==> config.mk <==
export PLATFORM = sky130hd
export DESIGN_NAME = shift_exec_unit
export DESIGN_NICKNAME = d
export VERILOG_FILES = /design/src/rtl/shift_exec_unit.sv
export SDC_FILE = /design/constraint.sdc
export NUM_CORES = 1
export LEC_CHECK = 0
export BUFFER_PORTS_ARGS = -buffer_cell sky130_fd_sc_hd__clkbuf_2
export CAP_MARGIN = 20
export CORE_MARGIN = 2
export CORE_UTILIZATION = 25
export CTS_CLUSTER_SIZE = 12
export DETAILED_ROUTE_END_ITERATION = 10
export GPL_ROUTABILITY_DRIVEN = 0
export GPL_TIMING_DRIVEN = 0
export PLACE_DENSITY = 0.43
export SKIP_CTS_REPAIR_TIMING = 1
export SLEW_MARGIN = 20
export SYNTH_ARGS = -nofsm -noshare
export SYNTH_HDL_FRONTEND = slang
export SYNTH_SLANG_ARGS = --single-unit
==> constraint.sdc <==
create_clock -name CLK -period 4.85 [get_ports CLK]
set_input_delay 0.2425 -clock CLK [delete_from_list [all_inputs] [get_ports CLK]]
set_output_delay 0.2425 -clock CLK [all_outputs]
set_load 0.005 [all_outputs]
==> src/rtl/shift_exec_unit.sv <==
// Shift execution unit: one-bit-per-cycle SLL/SRL/SRA/PASS with a START/DONE handshake and held
// result/flags. Define SHIFT_FAST_EN to replace the iteration with a single-cycle barrel shifter.
module shift_exec_unit #(
  parameter int unsigned WIDTH = 16,
  parameter int unsigned CNT_W = 6
) (
  input  logic             CLK,
  input  logic             RST_N,
  input  logic             START,
  input  logic [1:0]       OP,
  input  logic [WIDTH-1:0] DIN,
  input  logic [CNT_W-1:0] SHAMT,
  output logic             BUSY,
  output logic             DONE,
  output logic [WIDTH-1:0] DOUT,
  output logic             Z_FLAG,
  output logic             N_FLAG
);

  localparam logic [1:0] OpSll  = 2'b00;
  localparam logic [1:0] OpSrl  = 2'b01;
  localparam logic [1:0] OpSra  = 2'b10;
  localparam logic [1:0] OpPass = 2'b11;

  typedef enum logic [1:0] {StIdle, StShift, StFin} state_e;

  state_e           state_q;
  logic [WIDTH-1:0] dout_q;
  logic             z_q;
  logic             n_q;

  logic [CNT_W-1:0] amt;
  logic [WIDTH-1:0] start_res;
  logic             start_fin;

  // Shift counts beyond the word width saturate at WIDTH iterations.
  assign amt = (SHAMT > CNT_W'(WIDTH)) ? CNT_W'(WIDTH) : SHAMT;

`ifdef SHIFT_FAST_EN
  function automatic logic [WIDTH-1:0] barrel(input logic [WIDTH-1:0] a, input logic [1:0] op,
                                              input logic [CNT_W-1:0] n);
    logic [WIDTH-1:0] r;
    r = a;
    case (op)
      OpSll:   r = a << n;
      OpSrl:   r = a >> n;
      OpSra:   r = $signed(a) >>> n;
      default: r = a;
    endcase
    return r;
  endfunction

  assign start_res = barrel(DIN, OP, amt);
  assign start_fin = 1'b1;
`else
  logic [WIDTH-1:0] acc_q;
  logic [WIDTH-1:0] acc_step;
  logic [1:0]       op_q;
  logic [CNT_W-1:0] cnt_q;

  function automatic logic [WIDTH-1:0] step(input logic [WIDTH-1:0] a, input logic [1:0] op);
    logic [WIDTH-1:0] r;
    r = a;
    case (op)
      OpSll:   r = {a[WIDTH-2:0], 1'b0};
      OpSrl:   r = {1'b0, a[WIDTH-1:1]};
      OpSra:   r = {a[WIDTH-1], a[WIDTH-1:1]};
      default: r = a;
    endcase
    return r;
  endfunction

  assign acc_step  = step(acc_q, op_q);
  assign start_res = DIN;
  assign start_fin = (amt == '0) || (OP == OpPass);
`endif

  always_ff @(posedge CLK) begin
    if (!RST_N) begin
      state_q <= StIdle;
      dout_q  <= '0;
      z_q     <= 1'b0;
      n_q     <= 1'b0;
`ifndef SHIFT_FAST_EN
      acc_q   <= '0;
      op_q    <= OpSll;
      cnt_q   <= '0;
`endif
    end else begin
      unique case (state_q)
        StIdle: begin
          if (START) begin
`ifndef SHIFT_FAST_EN
            acc_q <= DIN;
            op_q  <= OP;
            cnt_q <= amt;
`endif
            if (start_fin) begin
              state_q <= StFin;
              dout_q  <= start_res;
              z_q     <= (start_res == '0);
              n_q     <= start_res[WIDTH-1];
            end else begin
              state_q <= StShift;
            end
          end
        end
        StShift: begin
`ifdef SHIFT_FAST_EN
          state_q <= StIdle;
`else
          acc_q <= acc_step;
          cnt_q <= cnt_q - CNT_W'(1);
          if (cnt_q == CNT_W'(1)) begin
            state_q <= StFin;
            dout_q  <= acc_step;
            z_q     <= (acc_step == '0);
            n_q     <= acc_step[WIDTH-1];
          end
`endif
        end
        StFin:   state_q <= StIdle;
        default: state_q <= StIdle;
      endcase
    end
  end

  assign BUSY   = (state_q != StIdle);
  assign DONE   = (state_q == StFin);
  assign DOUT   = dout_q;
  assign Z_FLAG = z_q;
  assign N_FLAG = n_q;

endmodule

==> results of run 1 <==
-- metrics by stage --
stage	hold WS [ps]	util, %
4_1_cts	234	31.0
3_5_place_dp	462	29.6
2_1_floorplan	399	-
6_report	239	31.0
5_1_grt	262	31.0
3_3_place_gp	455	29.6
-- cell type report --
| class | instances | area, um^2 | share of cell area [%] |
|---|---|---|---|
| Buffer | 26 | 126 | 4.19 |
| Sequential cell | 43 | 861 | 28.5 |
| Clock inverter | 2 | 60.1 | 1.99 |
| Multi-Input combinational cell | 254 | 1480 | 49.0 |
| Timing Repair Buffer | 46 | 230 | 7.63 |
| Clock buffer | 6 | 72.6 | 2.41 |
| Inverter | 6 | 22.5 | 0.747 |
| Tap cell | 133 | 166 | 5.52 |
-- kinds of logic (layout without fill, tap and decap cells) --
kind of cell / count (synthesis) / after routing / share of synthesized area [%]
AND/OR/NAND/NOR: 153 / 153 / 28.4
AO/OA/AOI/OAI: 84 / 84 / 23.9
flip-flops: 43 / 43 / 34.6
buffers and inverters: 32 / 86 / 5.99
multiplexers: 14 / 14 / 5.74
adder cells (fa/ha/maj): 2 / 2 / 1.01
XOR/XNOR: 1 / 1 / 0.352
-- synth_stat cells, drive strengths merged (2+ instances only) --
| cell | n |
|---|---|
| a21boi | 20 |
| a21oi | 11 |
| a221oi | 2 |
| a31oi | 5 |
| and2 | 3 |
| buf | 10 |
| clkbuf | 16 |
| dfxtp | 43 |
| ha | 2 |
| inv | 6 |
| mux2 | 2 |
| mux2i | 12 |
| nand2 | 66 |
| nand2b | 3 |
| nand3 | 3 |
| nand3b | 2 |
| nand4 | 2 |
| nor2 | 34 |
| nor2b | 5 |
| nor3 | 11 |
| nor3b | 8 |
| nor4 | 5 |
| o211a | 7 |
| o211ai | 3 |
| o21ai | 16 |
| o221a | 2 |
| o221ai | 2 |
| o22a | 2 |
| o22ai | 4 |
| or2 | 3 |
| or3 | 5 |
-- layer usage --
metal | up-vias | global-route usage [%]
met4 | 0 | 3.38
met1 | 1175 | 20.2
met5 | - | 0
met2 | 54 | 25.5
li1 | 1266 | -
met3 | 8 | 2.96
-- critical path: cells and delay by family, from the launching register on --
kind | cells | cell delay (ps)
AOI/OAI and AO/OA | 2 | 670
and+or+nand+nor | 3 | 640
buffers and inverters | 3 | 610
DFF | 1 | 320
-- state kept, by name, summed over array words and instances, names as in the netlist --
name,cells
op_q,2
state_q,2
DOUT,16
acc_q,16
Z_FLAG,1
cnt_q,6
-- worst max-delay path by stage --
stage	from	slack [ps]	end
after floorplan	op_q[0]	2910	Z_FLAG
after global placement	state_q[1]	2580	acc_q[10]
after detailed placement	state_q[1]	2620	acc_q[10]
after CTS	op_q[1]	2590	Z_FLAG
after global routing	op_q[1]	2300	Z_FLAG
final	op_q[1]	2530	Z_FLAG
-- report_power, final --
group	switching [W]	internal, W	total, W
Sequential	0.0000293	0.000384	0.000413
Clock	0.000131	0.000206	0.000337
Combinational	0.000149	0.000102	0.000251
==> results.yml, run 1 <==
layout:
  area_growth_pct: 21.3
  layout_commonest_cell: "nand2_1"
  drive_above_1_share_pct: 17.2
  nFillCells: 1098
  final_cell_count_no_fill: 516
  num-nets-final: 411
  diodes: 0
  finalInstanceArea_um2: 3020
  final_cell_mix: "nand2_1, clkbuf_2, dfxtp_1"
routing:
  dr_wl_met2_mm: 3.82
  drc: 0
  firstDrtPassIters: 4
  maxUsedRoutingLayer: "met4"
  vias_per_cell: 4.85
  vias: 2503
  met1_length_mm: 3.86
  wl_per_cell_um: 15.6
  ant_nets: 0
  wirelength_mm: 8.06
  drt-initial-drc-count: 85
  wl_met3_um: 303
clocking:
  cts_htree_levels: 2
  numCtsBuffers: 5
  insertion_delay_ps: 300
  cts_tree: "done"
  cts_root_buf: "clkbuf_8"
  path_clk_slew_ps: 90
  clk_path_buf_depth: 2
  cts_sinks: 43
sta:
  maxSlewHeadroom_pct: 54.2
  period_share_pct: 47.9
  tightest_slew_ps: 682
  finalMaxSlewViolations: 0
  setup-tns-final_ps: 0
  min_period_ps: 2320
  report.final.setup_viol: 0
  finClkSkew_ps: 11.8
  max_freq_mhz: 430
  rsz0062_at_grt: "no"
  setup_slack_ps: 2530
  finalHoldViolations: 0
synthesis:
  synth_flop_cell: "dfxtp_1"
  ys_top_cells_by_area: "dfxtp_1, nand2_1, a21boi_0"
  syn_nets: 358
  yosysTopAreaCellShare_pct: 34.6
  async_flop_share_pct: 0
  ys_seq_area_share_pct: 34.6
  synth_edf_count: 0
  synthesis.area_um2: 2490
  ys_warn_count: 0
  synth_cells: 329
  postSynthRegisterBits: 43
  syn_area_per_cell_um2: 7.56
  synthDistinctLibCells: 49
  synth_top_area_cell: "dfxtp_1"
run_status:
  status: "completed"
critical_path:
  reg2regPathDepth: 8
  r2r_setup_slack_ps: 2530
  cp-start-kind: "flip-flop"
  slowest_delay_ps: 520
  cp.arrival_ps: 2550
  cp_max_fo: 10
  slowest_stage: "a221oi_1"
  worstSetupPathType: "flip-flop to flip-flop"
  worstPathRequired_ps: 5080
  cp-end-kind: "flip-flop"
  crit_top_cell: "buf_4"
  crit_chain: "buf_2, buf_4, buf_4, nor2_1, a221oi_1, nand4_1, or3_1, a31oi_1"
  timing.rr.end: "Z_FLAG"
  r2r-start: "op_q[1]"
hold_path:
  min_to: "op_q[0]"
  hp-start: "OP[0]"
  hold_depth: 3
  hold_path_class: "input pin to flip-flop"
place:
  dp.cells: 508
  port_buffers: 46
  hpwlAfterDp_mm: 6.08
  placed_area_um2: 2880
  pre_cts_ws_ps: 2620
global_route:
  grt_max_degree: 14
  grt_pass1_vias: 2437
  overflow: 0
  grt_pass1_wl_mm: 13.0
  grt_util_all_layers_pct: 15.2
  antenna_found_initial: 0
die:
  core_um2: 9730
  fp-row-count: 36
  dieArea_um2: 10800
  die_y_um: 104
  io_pins: 47
  die_width_um: 104
  start_util_pct: 25.6
power_and_ir_drop:
  ir_drop_v: 0.000118
  p_total_w: 0.00100
  p_per_area_nw_per_um2: 332
  leakagePower_nw: 1.23
job:
  cap_violations: 0
Power figures use the tool's default switching activity.
==> inputs of run 2 (changes only) <==
--- a/config.mk
+++ b/config.mk
@@ -13,7 +13,7 @@
 export DETAILED_ROUTE_END_ITERATION = 10
 export GPL_ROUTABILITY_DRIVEN = 0
 export GPL_TIMING_DRIVEN = 0
-export PLACE_DENSITY = 0.43
+export PLACE_DENSITY = 0.45
 export SKIP_CTS_REPAIR_TIMING = 1
 export SLEW_MARGIN = 20
 export SYNTH_ARGS = -nofsm -noshare
==> constraint.sdc (replaced) <==
create_clock -name CLK -period 2.1 [get_ports CLK]
set_input_delay 0.105 -clock CLK [delete_from_list [all_inputs] [get_ports CLK]]
set_output_delay 0.105 -clock CLK [all_outputs]
set_load 0.005 [all_outputs]
==> results.yml, run 2 (synthesized netlist as in run 1, its figures left out) <==
run_status:
  status: "completed"
power_and_ir_drop:
  p_int_w: 0.00139
  p_sw_share_pct: 34.4
  leakagePower_nw: 1.26
  p_sw_w: 0.000728
  p_per_area_nw_per_um2: 691
  ir_drop_v: 0.000319
  combPwrFrac_pct: 28.7
  pwr-share-clk_pct: 25.5
  seqPwrFrac_pct: 45.8
  p_total_w: 0.00211
critical_path:
  cp-end-kind: "flip-flop"
  startpoint: "op_q[1]"
  r2r-start: "op_q[1]"
  cp.arrival_ps: 2290
  cp_max_fo: 7
  slowest_delay_ps: 370
  worstPathRequired_ps: 2330
  worstSetupPathType: "flip-flop to flip-flop"
  r2r_setup_slack_ps: 40
  crit_chain: "buf_6, or2_1, buf_6, o22a_1, o32a_1, or3_1, or3_1, a31oi_1"
  cp-start-kind: "flip-flop"
  slowest_stage: "or3_1"
  worst-path-buf-inv: 2
  cp_top_family: "simple AND/OR/NAND/NOR gates"
clocking:
  path_clk_slew_ps: 80
  cts_htree_levels: 2
  cts_tree: "done"
  clk_path_buf_depth: 2
  numCtsBuffers: 5
  cts_root_buf: "clkbuf_8"
  insertion_delay_ps: 300
  cts_sinks: 43
place:
  dp.cells: 508
  port_buffers: 46
  hpwlAfterDp_mm: 5.92
global_route:
  grt_use_met1_pct: 19.9
  grt_most_used_layer: "met2"
  grt_max_degree: 14
  overflow: 0
  met3_usage_pct: 2.71
  grt_util_all_layers_pct: 14.9
  gr-usage-met2_pct: 25.0
  grt_pass1_wl_mm: 12.8
  grt_pass1_vias: 2391
  antenna_found_initial: 0
die:
  io_pins: 47
  die_y_um: 104
  core_um2: 9730
  dieArea_um2: 10800
  fp-row-count: 36
  start_util_pct: 25.6
  die_width_um: 104
job:
  cap_violations: 0
hold_path:
  hold_path_class: "input pin to flip-flop"
  hp-start: "OP[1]"
layout:
  final_cell_count_no_fill: 516
  drive_above_1_share_pct: 23.2
  fin_util_pct: 31.5
  final_cell_mix: "nand2_1, clkbuf_2, dfxtp_1"
  num-nets-final: 411
  layout_commonest_cell: "nand2_1"
  area_growth_pct: 23.1
  diodes: 0
sta:
  max_freq_mhz: 486
  finClkSkew_ps: 9.62
  period_share_pct: 98.0
  finalMaxSlewViolations: 0
  report.final.setup_viol: 0
  maxSlewHeadroom_pct: 59.2
  rsz0062_at_grt: "yes"
  min_period_ps: 2060
  tightest_slew_ps: 612
  finalHoldViolations: 0
  fin_hold_ws_ps: 80.1
routing:
  wl_per_cell_um: 15.4
  vias: 2482
  firstDrtPassIters: 4
  drc: 0
  ant_nets: 0
  vias_per_cell: 4.81
  drt-initial-drc-count: 84
  wirelength_mm: 7.93
## run 2: stage by stage
step | worst slack (ps) | TNS (ps) | area, um^2
after floorplan | 162 | 0 | 2490
after global placement | -182 | -1380 | 2880
after detailed placement | -240 | -1580 | 2880
after CTS | -283 | -2200 | 2970
after global routing | -63.2 | -63.2 | 3060
final | 41.0 | 0 | 3060
## run 2: power groups by stage
stage	combinational, W	sequential [W]	clock [W]
global placement	0.000575	0.000971	0
global route	0.000685	0.000981	0.000589
floorplan	0.000393	0.000956	0
CTS	0.000580	0.000953	0.000562
detailed placement	0.000578	0.000972	0
finish	0.000607	0.000968	0.000539
## run 2: worst register-to-register path, stage by stage, from the launching register on
cell	delay, ps
dfxtp_2	330
buf_6	130
or2_1	210
buf_6	140
o22a_1	150
o32a_1	160
or3_1	360
or3_1	370
a31oi_1	150
## run 2: metal layers
metal  routed length, um  part of all wire (%)
met4                  65                  0.82
met5                   0                     0
met1                3820                    48
met3                 214                   2.7
met2                3830                    48
## run 2: worst paths after layout
kind              depth (start not counted)       to
setup / recovery                          8   Z_FLAG
hold / removal                            3  op_q[1]
setup reg to reg                          8   Z_FLAG
hold reg to reg                           2  DOUT[2]
## run 2: cell type report
class / instances / area (um^2)
tap: 133 / 166
timing repair buffer: 49 / 253
clock inverter: 2 / 12.5
buffer: 23 / 131
multi-input combinational: 254 / 1540
inverter: 6 / 22.5
sequential: 43 / 866
clock buffer: 6 / 72.6
fill: 1109 / 6670
